`src/rtl/sort_pkg.sv`:
```
// Shared types and default sizes for the sort_feeder block.
package sort_pkg;

    // Default data word width and log2 of the maximum packet length.
    localparam int DWIDTH_DEF = 8;
    localparam int AWIDTH_DEF = 3;

    // Feeder control states.
    typedef enum logic [2:0] {
        IDLE    = 3'd0,
        FILL    = 3'd1,
        DISCARD = 3'd2,
        WAIT    = 3'd3,
        SEND    = 3'd4
    } state_t;

endpackage

```
`src/rtl/sort_feeder_mem.sv`:
```
// Packet buffer for sort_feeder: simple dual-port RAM, one write port and
// one registered read port (read data appears one cycle after the address).
module sort_feeder_mem #(
    parameter int DWIDTH = 8,
    parameter int AWIDTH = 3
) (
    input  logic              clk_i,
    input  logic              rst_n_i,
    input  logic              wr_en,
    input  logic [AWIDTH-1:0] wr_addr,
    input  logic [DWIDTH-1:0] wr_data,
    input  logic [AWIDTH-1:0] rd_addr,
    output logic [DWIDTH-1:0] rd_data
);

    logic [DWIDTH-1:0] mem [2**AWIDTH];

    // Storage array; contents survive reset.
    always_ff @(posedge clk_i) begin
        if (wr_en) begin
            mem[wr_addr] <= wr_data;
        end
    end

    // Read register; cleared on reset so the output word starts at zero.
    always_ff @(posedge clk_i or negedge rst_n_i) begin
        if (!rst_n_i) begin
            rd_data <= '0;
        end else begin
            rd_data <= mem[rd_addr];
        end
    end

endmodule

```
`src/rtl/sort_feeder.sv`:
```
// sort_feeder: collects a source packet into a buffer, then replays it to a
// downstream sorter as one contiguous framed burst once the sorter is free.
// Single-word packets are dropped; packets longer than 2**AWIDTH words are
// truncated and their tail discarded.
// Optional build macro SORT_FEEDER_STAT_EN adds saturating drop/truncation
// counters (drop_cnt_o, trunc_cnt_o).
module sort_feeder
    import sort_pkg::*;
#(
    parameter int DWIDTH = DWIDTH_DEF,
    parameter int AWIDTH = AWIDTH_DEF
) (
    input  logic              clk_i,
    input  logic              rst_n_i,
    input  logic [DWIDTH-1:0] data_i,
    input  logic              val_i,
    input  logic              last_i,
    output logic              ready_o,
    input  logic              busy_i,
    output logic [DWIDTH-1:0] data_o,
    output logic              val_o,
    output logic              sop_o,
    output logic              eop_o
`ifdef SORT_FEEDER_STAT_EN
    ,
    output logic [15:0]       drop_cnt_o,
    output logic [15:0]       trunc_cnt_o
`endif
);

    localparam logic [AWIDTH:0] ONE    = {{AWIDTH{1'b0}}, 1'b1};
    localparam logic [AWIDTH:0] MAXLEN = {1'b1, {AWIDTH{1'b0}}};

    state_t            state_q, state_d;
    logic [AWIDTH:0]   wr_ptr_q, len_q, rd_ptr_q;
    logic [AWIDTH:0]   wr_len, rd_nxt, len_m1;
    logic              wr_en;
    logic [AWIDTH-1:0] rd_addr;

    // Length the packet would have if the word on data_i is accepted now,
    // and the read pointer one word ahead (prefetch for the registered RAM).
    assign wr_len = wr_ptr_q + ONE;
    assign rd_nxt = rd_ptr_q + ONE;
    assign len_m1 = len_q - ONE;

    sort_feeder_mem #(
        .DWIDTH (DWIDTH),
        .AWIDTH (AWIDTH)
    ) u_mem (
        .clk_i   (clk_i),
        .rst_n_i (rst_n_i),
        .wr_en   (wr_en),
        .wr_addr (wr_ptr_q[AWIDTH-1:0]),
        .wr_data (data_i),
        .rd_addr (rd_addr),
        .rd_data (data_o)
    );

    // State register.
    always_ff @(posedge clk_i or negedge rst_n_i) begin
        if (!rst_n_i) begin
            state_q <= IDLE;
        end else begin
            state_q <= state_d;
        end
    end

    // Next state, handshake, framing and buffer addressing.
    always_comb begin
        state_d = state_q;
        ready_o = 1'b0;
        val_o   = 1'b0;
        sop_o   = 1'b0;
        eop_o   = 1'b0;
        wr_en   = 1'b0;
        rd_addr = '0;   // in WAIT word 0 is prefetched so SEND starts at once
        case (state_q)
            IDLE, FILL: begin
                ready_o = 1'b1;
                if (val_i) begin
                    wr_en = 1'b1;
                    if (last_i) begin
                        state_d = (wr_len == ONE) ? IDLE : WAIT;
                    end else if (wr_len == MAXLEN) begin
                        state_d = DISCARD;
                    end else begin
                        state_d = FILL;
                    end
                end
            end
            DISCARD: begin
                ready_o = 1'b1;
                if (val_i && last_i) begin
                    state_d = WAIT;
                end
            end
            WAIT: begin
                if (!busy_i) begin
                    state_d = SEND;
                end
            end
            SEND: begin
                val_o   = 1'b1;
                sop_o   = (rd_ptr_q == '0);
                eop_o   = (rd_ptr_q == len_m1);
                rd_addr = rd_nxt[AWIDTH-1:0];
                if (rd_ptr_q == len_m1) begin
                    state_d = IDLE;
                end
            end
            default: state_d = IDLE;
        endcase
    end

    // Write pointer, captured packet length and send pointer.
    always_ff @(posedge clk_i or negedge rst_n_i) begin
        if (!rst_n_i) begin
            wr_ptr_q <= '0;
            len_q    <= '0;
            rd_ptr_q <= '0;
        end else begin
            if (wr_en) begin
                wr_ptr_q <= (state_d == FILL) ? wr_len : '0;
                len_q    <= wr_len;
            end
            rd_ptr_q <= (state_q == SEND) ? rd_nxt : '0;
        end
    end

`ifdef SORT_FEEDER_STAT_EN
    logic drop_evt, trunc_evt;

    assign drop_evt  = wr_en && last_i && (wr_len == ONE);
    assign trunc_evt = wr_en && !last_i && (wr_len == MAXLEN);

    // Saturating event counters for dropped and truncated packets.
    always_ff @(posedge clk_i or negedge rst_n_i) begin
        if (!rst_n_i) begin
            drop_cnt_o  <= '0;
            trunc_cnt_o <= '0;
        end else begin
            if (drop_evt && drop_cnt_o != 16'hFFFF) begin
                drop_cnt_o <= drop_cnt_o + 16'd1;
            end
            if (trunc_evt && trunc_cnt_o != 16'hFFFF) begin
                trunc_cnt_o <= trunc_cnt_o + 16'd1;
            end
        end
    end
`endif

endmodule

```
`config.mk`:
```
export PLATFORM = sky130hd
export DESIGN_NAME = sort_feeder
export DESIGN_NICKNAME = d
export VERILOG_FILES = /design/src/rtl/sort_pkg.sv /design/src/rtl/sort_feeder_mem.sv /design/src/rtl/sort_feeder.sv
export SDC_FILE = /design/constraint.sdc
export NUM_CORES = 1
export LEC_CHECK = 0
export CORE_ASPECT_RATIO = 1.5
export CORE_MARGIN = 2
export CORE_UTILIZATION = 59
export CTS_BUF_LIST = sky130_fd_sc_hd__clkbuf_4
export CTS_CLUSTER_DIAMETER = 60
export DETAILED_ROUTE_END_ITERATION = 16
export DONT_BUFFER_PORTS = 1
export PLACE_DENSITY_LB_ADDON = 0.2
export SKIP_LAST_GASP = 1
export SLEW_MARGIN = 5
export SYNTH_ARGS = -nofsm -noshare
export SYNTH_HDL_FRONTEND = slang
export SYNTH_SLANG_ARGS = --single-unit
```
`constraint.sdc`:
```
create_clock -name clk_i -period 2.55 [get_ports clk_i]
set_clock_uncertainty 0.15 [all_clocks]
set_input_delay 0.6375 -clock clk_i [delete_from_list [all_inputs] [get_ports clk_i]]
set_output_delay 0.6375 -clock clk_i [all_outputs]
set_load 0.005 [all_outputs]
```
Word level (Yosys, flattened, before mapping)
Memories as Yosys holds them, arrays and structs flattened. A register that Yosys moved wholly into a read port is not among the register bits.
Cells that the tools add are included.
Widths: inputs -> output; s select.

word-level totals
  register bits after elaboration = 15
  RAM bits = 64
  input bits = 13
  logic and storage cells = 41
  memories kept = 1

cells by class
  $add $sub $neg = 3
  equality and inequality tests = 8
  mux-type cells = 19
  reduce and logical (&&, ||, !) cells = 6

memories
  name       depth  bits a word  rd ports  clocked after Yosys merged registers in  write ports  RTL line               text
  u_mem.mem  8      8            1         1                                        1            sort_feeder_mem.sv:16  logic [DWIDTH-1:0] mem [2**AWIDTH];

operators by type and width
  kind                 count
  $mux 3               5
  $pmux 3 s4           1
  $add 4x1->4 const B  2
  $mux 1               8
  $mux 4               2
  $eq 3x1->1 const B   2
  $eq 3x2->1 const B   2
  $mux 2               3
  $eq 4x1->1 const B   1
  $eq 4x4->1           1
  $eq 4x4->1 const B   1
  $logic_not 4->1      1
  $sub 4x1->4 const B  1
  $eq 3x3->1 const B   1
  $logic_not 3->1      1
  $reduce_or 3->1      1
  $reduce_or 2->1      1
  $logic_and 1x1->1    1
  $logic_not 1->1      1

Depth between registers and ports, before layout
  depth in word-level cells = 8
  depth in mapped cells = 9
  gate-level depth less buffers = 6

By module
Synthesis repeated with hierarchy kept, for this count alone.

second synthesis, totals
  cells, all modules = 212
  area, all modules = 3641.0 µm²

by module, submodules not included
  module           instances  cells each  area each (µm²)
  sort_feeder_mem  1          114         2731.4
  sort_feeder      1          98          909.6

Least setup slack after synthesis
Ideal clock, no wire load.

  path kind = input to register
  start = in val_i
  end = mem u_mem.mem[0][0], enable pin
  data arrival time = 2074 ps
  setup slack = -69 ps
  cell stages on the path = 4
  buffers on the path = 1
  cell sequence = inv_1 -> or3_1 -> clkbuf_1 -> nor4_1

between the ends
  cells in the longest elaborated chain, start to end = 4

ends and longest elaborated chain
  element                       RTL line               text
  start: declaration            sort_feeder.sv:16      input logic val_i,
  $mux 1                        sort_feeder.sv:80      if (val_i) begin
  $mux 1                        sort_feeder.sv:77      case (state_q)
  $mux 1                        sort_feeder_mem.sv:20  if (wr_en) begin
  $mux 1 (not written as such)  sort_feeder_mem.sv:21  mem[wr_addr] <= wr_data;
  end: declaration              sort_feeder_mem.sv:16

Every way passes these cells.

Worst setup path in the final report
  start = reg len_q[0]
  end = out eop_o

between the ends
  cells in the longest elaborated chain, start to end = 3

ends and longest elaborated chain
  element                   RTL line            text
  start: declaration        sort_feeder.sv:35   logic [AWIDTH:0] wr_ptr_q, len_q, rd_ptr_q;
  start signal: assignment  sort_feeder.sv:124  len_q <= wr_len;
  $sub 4x1->4               sort_feeder.sv:44   assign len_m1 = len_q - ONE;
  $eq 4x4->1                sort_feeder.sv:105  eop_o = (rd_ptr_q == len_m1);
  $mux 1                    sort_feeder.sv:77
  end: declaration          sort_feeder.sv:23   output logic eop_o

Every way passes these cells.

==> impl_metrics.tcl <==
set metrics [dict create \
    status "finished clean" \
    maxSlewHeadroom_pct 31.8 \
    route.detailed.vias_per_inst 6.01 \
    slew_violations 0 \
    gr-usage-met3_pct 3.70 \
    largest_stage_delay_on_the_critical_path_ns 0.43 \
    timing.fmax_ghz 0.395 \
    antenna_found_initial 0 \
    final_cell_mix "edfxtp_1, mux2i_1, dfrtp_1, buf_4, nand2_1" \
    yosys-mux-area-fraction_pct 6.57 \
    clkTransAtPathRegs_ns 0.14 \
    antennaDiodeCount 0 \
    reg2regPathDepth 6 \
    synth_top_family_by_area "compound AO/OA/AOI/OAI gates" \
    async_reset_ff_share_pct 26.4 \
    rsz0062_at_grt "yes" \
    final.period_utilization_pct 99.4 \
    clock_sink_count 87 \
    drv.max_cap_violation_count 0 \
    hold-path-cell-count 0 \
    required_ns 1.76 \
    critPathCaptureType "primary output" \
    synthesis.nets 261 \
    postSynthRegisterBits 87 \
    num_rows 35 \
    setup-violations-final 0 \
    initial_util_pct 60.1 \
    netSwitchingPower_mw 1.08 \
    synth_area_leaders "edfxtp_1, dfrtp_1, mux2i_1, o211ai_1, o221ai_1" \
    cellInternalPower_mw 2.45 \
    power.density_mw_per_mm2 877 \
    ant_nets 0 \
    worst_path_max_delay_cell "dfrtp_1" \
    post_synth_and_or_nand_nor_area_fraction_pct 7.05 \
    cts.root.buffer_cell "clkbuf_4" \
    drt_first_iter_violations 82 \
    dpl.hpwl_um 4110 \
    layout-drive-gt1-share_pct 19.6 \
    post_synth.cell_area_avg_um2 15.1 \
    timing.critical_path.arrival_ns 1.75 \
    layout_commonest_cell "edfxtp_1" \
    tritoncts "done" \
    grt_first_pass_wirelength_um 9980 \
    combinationalPowerShare_pct 24.1 \
    core_region_area_mm2 0.00609 \
    use_met1_pct 23.8 \
    synthDistinctLibCells 45 \
    synth_fa_ha_area_share_pct 1.71 \
    i_o_buffers 0 \
    critical_path_class "reg2out" \
    detailed_place.area_mm2 0.00377 \
    finalWorstPathRequiredPeriod_ns 2.53 \
    wire_per_inst_um 18.7 \
    track_usage_pct 20.5 \
    dominant_cell_type_by_area_after_synthesis "edfxtp_1" \
    seq_total_area_yosys_pct 68.3 \
    cts_max_level 3 \
    tightestPinTransition_ns 1.02 \
    synth.top_cell.area_share_pct 52.5 \
    holdCritStartpoint "data_i[1]" \
    whs_endpoint "u_mem.mem[1][1]" \
    worstHoldPathType "in2reg" \
    synth-edff-count 64 \
    maximum_number_of_pins_on_one_net_before_global_route_repair 34 \
    grt-busiest-layer "met2" \
    finish.utilization_pct 66.0 \
    r2r_slack_ns 0.40 \
    reg2reg_to "u_mem.rd_data[5]" \
    p_clk_share_pct 22.5 \
    synthXorXnorAreaFrac_pct 2.91 \
    netSwitchingFraction_pct 30.6 \
    grt_pass1_vias 2105 \
    crit_fanout 3 \
    later_pin_clock_latency_in_the_skew_report_ns 0.42 \
    ys_warn_count 0 \
    chipHeight_um 100 \
    number_of_drc_violations_after_detailed_routing 0 \
    crit_path_cell_trace "inv_2 > ha_4 > xnor2_2 > nor4_2 > and2_1" \
    postRouteWirelength_um 6350 \
    synth_compound_area_share_pct 10.1 \
    p_total_mw 3.52 \
    place_congestion 0.784 \
    max-vdd-ir-drop_uv 516 \
    detailroute.via_count 2039 \
    seqPwrFrac_pct 53.4 \
    syn_inst 243 \
    final_number_of_hold_violating_endpoints 0 \
    layout.nets 278 \
    die_width_um 68.3 \
    number_of_buffers_created_by_cts 9 \
    areaGrowthSynthToFinish_pct 9.85 \
    type_of_origin_of_the_critical_path "flop" \
    power_leakage_nw 1.52 \
    design.portCount 25 \
    synth.cell_area_mm2 0.00366 \
    clock_tree.buffer_depth 2 \
    first_pass_iters 4 \
    critical_path.reg2reg.startpoint "rd_ptr_q[1]" \
    grt.overflow.total 0 \
    layout.cell_area.non_filler_mm2 0.00402 \
    die-area_mm2 0.00686 \
    ys.flop_type "edfxtp_1" \
    global_routing_usage_on_met2_pct 36.6 \
]
layout make-up:
type	count	area (µm²)
clock inverters	7	78.8
inverters	10	42.5
fillers	439	2070
flip-flops and latches	87	2500
multi-input cells	134	1100
repair buffers	18	138
clock buffers	9	67.6
well taps	74	92.6
state kept, by name, indices dropped and copies added, names as in the netlist:
register,cells
len_q,4
rd_ptr_q,4
state_q,3
u_mem.mem,64
u_mem.rd_data,8
wr_ptr_q,4
cell families after synthesis:
kind of cell	Yosys count
XOR/XNOR	10
flip-flops	87
multiplexers	24
adder cells (fa/ha/maj)	5
AO/OA/AOI/OAI	50
AND/OR/NAND/NOR	45
buffers and inverters	22
critical path: cells and delay by family (launching register included):
| kind | cells | cell delay (ns) |
|---|---|---|
| XOR/XNOR | 1 | 0.13 |
| AND/OR/NAND/NOR | 2 | 0.47 |
| buffers and inverters | 1 | 0.08 |
| flip-flops | 1 | 0.43 |
| adder cells (fa/ha/maj) | 1 | 0.20 |
how the worst max path moves through the flow:
stage                     cells past startpoint  slack, ns       start                to
final                                         5       0.02    len_q[0]             eop_o
after global routing                          5      -0.12    len_q[0]             eop_o
after CTS                                     6     -0.009    len_q[0]             eop_o
after detailed placement                      6       0.27  state_q[2]  u_mem.rd_data[6]
after global placement                        6       0.32  state_q[2]  u_mem.rd_data[0]
after floorplan                               4      -0.07       val_i   u_mem.mem[0][0]
Yosys cell counts, types with 5 or more instances:
cell type,instances
ha_1,5
o21a_1,8
dfrtp_1,23
o22ai_1,9
nor4_1,5
nor3_1,5
edfxtp_1,64
inv_1,8
nand2_1,14
mux2i_1,24
o211ai_1,11
xnor2_1,8
o221ai_1,9
power groups by stage:
stage | sequential, mW | clock (mW) | combinational [mW]
floorplan | 1.87 | 0 | 0.557
global placement | 1.90 | 0 | 0.696
detailed placement | 1.91 | 0 | 0.713
CTS | 1.88 | 0.803 | 0.816
global route | 1.91 | 0.861 | 0.940
finish | 1.88 | 0.794 | 0.849
stage by stage:
stage / worst slack, ns / TNS [ns] / instances / hold WS, ns
2_1_floorplan: -0.0687 / -2.20 / 243 / 0.192
3_3_place_gp: 0.324 / 0 / 317 / 0.193
3_5_place_dp: 0.273 / 0 / 317 / 0.193
4_1_cts: -0.00937 / -0.00937 / 337 / 0.134
5_1_grt: -0.118 / -0.156 / 339 / 0.118
6_report: 0.0160 / 0 / 339 / 0.142
timing repair:
item                       in CTS  in global routing
setup endpoints to repair       2                  2
pin swaps                       4                  2
hold endpoints to repair       23                  0
gates resized for setup         8                  4
setup buffers                   3                  2
hold buffers                    1                  0
metal layers:
metal	vias to the layer above	wire length [µm]
met5	-	0
met4	0	99
met3	8	172
met2	35	3600
met1	1027	2470
li1	969	-
(Power assumes the default switching activity.)
